`config.mk`:
```
export PLATFORM = sky130hd
export DESIGN_NAME = serial_word_feeder
export DESIGN_NICKNAME = d
export VERILOG_FILES = /design/src/rtl/serial_word_feeder.sv
export SDC_FILE = /design/constraint.sdc
export NUM_CORES = 1
export LEC_CHECK = 0
export CORE_MARGIN = 2
export CORE_UTILIZATION = 46
export DETAILED_ROUTE_END_ITERATION = 10
export PLACE_DENSITY = 0.68
export SYNTH_ARGS = -nofsm -noshare
export SYNTH_HDL_FRONTEND = slang
export SYNTH_SLANG_ARGS = --single-unit
```
`constraint.sdc`:
```
create_clock -name clk -period 2.56 [get_ports clk]
set_input_delay 0.384 -clock clk [delete_from_list [all_inputs] [get_ports clk]]
set_output_delay 0.384 -clock clk [all_outputs]
set_load 0.05 [all_outputs]
```
`src/rtl/serial_word_feeder.sv`:
```
// Serialiser feeding the sequence detector: buffers one parallel word and shifts
// words out one bit per clock with a configurable bit order, idle level and gap.
module serial_word_feeder #(
  parameter int WIDTH     = 3,
  parameter int GAP       = 0,
  parameter bit MSB_FIRST = 1'b1,
  parameter bit IDLE_BIT  = 1'b0
) (
  input  logic             clk,
  input  logic             rst,
  input  logic [WIDTH-1:0] din,
  input  logic             din_valid,
  output logic             din_ready,
  output logic             out,
  output logic             out_valid,
  output logic             word_done,
  output logic             busy
);

  localparam int CW = $clog2(WIDTH);

  typedef enum logic [1:0] {S_IDLE, S_SHIFT, S_GAP} state_t;

  state_t           state, next_state;
  logic [WIDTH-1:0] shifter;
  logic [CW-1:0]    bit_cnt;
  logic [3:0]       gap_cnt;
  logic [WIDTH-1:0] hold_reg;
  logic             hold_full, next_hold_full;

  logic             accept, last_bit, gap_end, reload;
  logic [WIDTH-1:0] load_word;

  // The bit to drive next always sits at the head of the shifter.
  function automatic logic head(input logic [WIDTH-1:0] w);
    return MSB_FIRST ? w[WIDTH-1] : w[0];
  endfunction

  function automatic logic [WIDTH-1:0] advance(input logic [WIDTH-1:0] w);
    return MSB_FIRST ? (w << 1) : (w >> 1);
  endfunction

  assign din_ready = ~hold_full;

  // NOTE: every signal written here gets a value on every path, so no latch is inferred.
  always_comb begin
    accept    = din_valid & ~hold_full;
    last_bit  = (state == S_SHIFT) && (bit_cnt == CW'(WIDTH - 1));
    gap_end   = (state == S_GAP) && (gap_cnt == 4'd0);
    reload    = ((state == S_IDLE) | (last_bit && (GAP == 0)) | gap_end)
                & (hold_full | accept);
    load_word = hold_full ? hold_reg : din;

    if (reload)        next_state = S_SHIFT;
    else if (last_bit) next_state = (GAP > 0) ? S_GAP : S_IDLE;
    else if (gap_end)  next_state = S_IDLE;
    else               next_state = state;

    next_hold_full = hold_full ? ~reload : (accept & ~reload);
  end

  // NOTE: sequential state uses non-blocking assignments so all registers update
  // from the same pre-edge values regardless of statement order.
  always_ff @(posedge clk or negedge rst) begin
    if (!rst) begin
      state     <= S_IDLE;
      shifter   <= '0;
      bit_cnt   <= '0;
      gap_cnt   <= '0;
      hold_reg  <= '0;
      hold_full <= 1'b0;
      out       <= IDLE_BIT;
      out_valid <= 1'b0;
      word_done <= 1'b0;
      busy      <= 1'b0;
    end else begin
      state     <= next_state;
      hold_full <= next_hold_full;
      busy      <= (next_state != S_IDLE) | next_hold_full;
      word_done <= 1'b0;

      if (accept && !reload) hold_reg <= din;

      if (reload) begin
        shifter   <= advance(load_word);
        out       <= head(load_word);
        out_valid <= 1'b1;
        bit_cnt   <= '0;
      end else if ((state == S_SHIFT) && !last_bit) begin
        shifter   <= advance(shifter);
        out       <= head(shifter);
        bit_cnt   <= bit_cnt + 1'b1;
        word_done <= (bit_cnt == CW'(WIDTH - 2));
      end else if (last_bit) begin
        out       <= IDLE_BIT;
        out_valid <= 1'b0;
        if (GAP > 0) gap_cnt <= 4'(GAP - 1);
      end else if (state == S_GAP) begin
        gap_cnt <= gap_cnt - 1'b1;
      end
    end
  end

endmodule

```
==> impl_metrics.yaml <==
clock_tree:
  post_cts_buffers: 0
  worstSkewPairLatency_ns: 0.29
  clkSinkCount: 18
  cts_buffers: 3
  cts_buffer_depth: 2
  cts_root_buf: "clkbuf_4"
  htreeDepth: 1
  clk_transition_reported_paths_ns: 0.11
  cts_resized: 0
  holdBufCountCts: 0
  cts_tree: "built"
floorplan:
  fp.dieArea_um2: 2350
  num_rows: 16
  dieHeight_um: 48.5
  die_w_um: 48.5
  io_pins: 11
  coreArea_um2: 1920
  initial_core_util_pct: 47.4
timing:
  setup_viol: 0
  fin_crit_sh_pct: 81.3
  slew_headroom_pct: 45.1
  timing.fmax_mhz: 480
  tns_ns: 0
  drv_slew: 0
  finClkSkew_ns: 0.00573
  finalHoldViolations: 0
  worst_slew_pin_slew_ns: 0.820
  rsz0062_at_grt: "false"
  fin_hold_ws_ns: 0.491
  fin_crit_ns: 2.08
global_routing:
  grtUsageMet2_pct: 26.9
  track_usage_pct: 16.4
  grt_util_met1_pct: 22.0
  busiest_layer: "met2"
  grt_pass1_wl_um: 3010
  first_global_vias: 680
  antenna_found_initial: 0
  met3_usage_pct: 3.09
  grt.overflow.total: 0
  grt_max_degree: 19
synthesis:
  synthArstFlopShare_pct: 100
  synthTopCellsByCount: "18 x dfrtp_1, 9 x nand2_1, 7 x inv_1"
  synthCells: 83
  synthFlopType: "dfrtp_1"
  synth_warnings: 0
  ys_types: 30
  synth_top_area_cell: "dfrtp_1"
  seq_area_frac_synth_pct: 49.5
  yosysMostFrequentCell: "dfrtp_1"
  ys_seq_elements: 18
  synth_area_um2: 911
  ys_top_cells_by_area: "dfrtp_1 49%, ha_1 5.5%, mux2i_1 4.4%, nand2_1 3.7%, mux2_2 3.7%"
  avgSynthCellArea_um2: 11.0
  synth_edf_count: 0
  synth_top_area_share_pct: 49.5
  synthesis.nets: 93
pwr:
  ir_drop_v: 0.000699
  power_leakage_nw: 0.464
  p_int_w: 0.000679
  powerDensity_nw_per_um2: 1040
  power_switching_w: 0.000439
  comb_power_share_pct: 45.4
  power_switching_share_pct: 39.2
  power.share.clock_pct: 16.0
  pwr-share-seq_pct: 38.6
routing:
  drt-total-wl_um: 1790
  vias: 687
  wire_per_inst_um: 14.6
  drt-pass1-iter-count: 5
  drcViolationCount: 0
  viasPerCell: 5.63
  first_iter_violations: 20
  ant_nets: 0
hold_path:
  hold_path_class: "reg2reg"
place:
  port_buffers: 10
  dpl.hpwl_um: 1210
  gp_congestion: 0.757
  place_area_um2: 1040
  dp_cells: 118
final_layout:
  drive_gt1_share_pct: 11.6
  fin_cells: 122
  nNetsFinal: 106
  largest_register_ff_count: 4
  area_growth_pct: 18.1
  antennaDiodeCount: 0
  utilization_pct: 56.0
  stdcell_area_um2: 1080
worst_setup_path:
  critPathTopFamily: "compound AO/OA/AOI/OAI gates"
  cp_max_fo: 7
  cp.required_ns: 2.75
  crit_buf_inv: 1
  critPathKind: "reg2reg"
  cp_slowest_cell: "or4b_1"
  cp_cell_sequence: "inv_1 -> ha_1 -> or4b_1 -> a221o_1 -> a311o_1"
  start_kind: "flop"
  arrival_ns: 2.27
  max_stage_delay_ns: 0.58
  endpoint_kind: "flop"
outcome:
  status: "complete, no violations"
flow_run:
  maxCapViolations: 0
## power groups by stage
| stage | Combinational, W | Clock [W] | Sequential, W |
|---|---|---|---|
| final | 0.000508 | 0.000179 | 0.000431 |
| after global routing | 0.000551 | 0.000193 | 0.000444 |
| after CTS | 0.000510 | 0.000181 | 0.000430 |
| after detailed placement | 0.000508 | 0 | 0.000434 |
| after global placement | 0.000502 | 0 | 0.000431 |
| after floorplan | 0.000309 | 0 | 0.000489 |
## layer usage
metal | vias to the layer above | part of all wire (%)
met5 | - | 0
met4 | 0 | 1.4
met3 | 6 | 4.3
met2 | 21 | 45
met1 | 335 | 49
li1 | 325 | -
## through the flow
| step | power, W | setup WS, ns |
|---|---|---|
| after floorplan | 0.000798 | 0.613 |
| after global placement | 0.000933 | 0.567 |
| after detailed placement | 0.000942 | 0.509 |
| after CTS | 0.00112 | 0.488 |
| after global routing | 0.00119 | 0.396 |
| final | 0.00112 | 0.479 |
## logic make-up (layout without fill, tap and decap cells)
group                    Yosys count  in the layout  synth area share, %
buffers and inverters             10             22                 4.26
adder cells (fa/ha/maj)            4              4                 5.49
AO/OA/AOI/OAI                     18             18                 15.9
flip-flops                        18             18                 49.5
XOR/XNOR                           1              1                0.962
AND/OR/NAND/NOR                   25             25                 15.8
multiplexers                       7              7                 8.10
## worst paths after layout
check	from	end	slack (ns)	cells after the start
worst max-delay path	gap_cnt[0]	out	0.48	5
worst min-delay path	gap_cnt[0]	gap_cnt[0]	0.49	1
worst max register to register	gap_cnt[0]	out	0.48	5
worst min register to register	gap_cnt[0]	gap_cnt[0]	0.49	1
max in group asynchronous	rst	bit_cnt[0]	1.50	1
min in group asynchronous	rst	bit_cnt[1]	0.55	1
## cell usage in the layout, fill, tap and decap left out, drive strengths merged
cell type and count:
inv 7, ha 4, a21boi 1, nor2 2, a311o 2, clkdlybuf4s50 10
o21ai 4, or4b 1, o211ai 1, a221oi 1, buf 1, a222oi 2
xnor2 1, dfrtp 18, and2 4, or3b 2, nand2 9, clkbuf 4
a221o 1, nand2b 1, nor3b 1, o21bai 1, nand3b 2, mux2i 4
o2111ai 1, nor4b 1, o22ai 1, o22a 2, mux2 3, a21oi 1
nor2b 2
## final cells by class
cell class              instances  area, um^2
fillers                       181         846
multi-input cells              55         422
clock buffers                   4        36.3
repair buffers                 11         108
inverters                       7        26.3
flip-flops and latches         18         450
well taps                      27        33.8
## worst reg2reg max path: stages, from the launching register on
cell	delay [ns]
dfrtp_1	0.41
inv_1	0.12
ha_1	0.16
or4b_1	0.58
a221o_1	0.36
a311o_1	0.35
(Power assumes the default switching activity.)
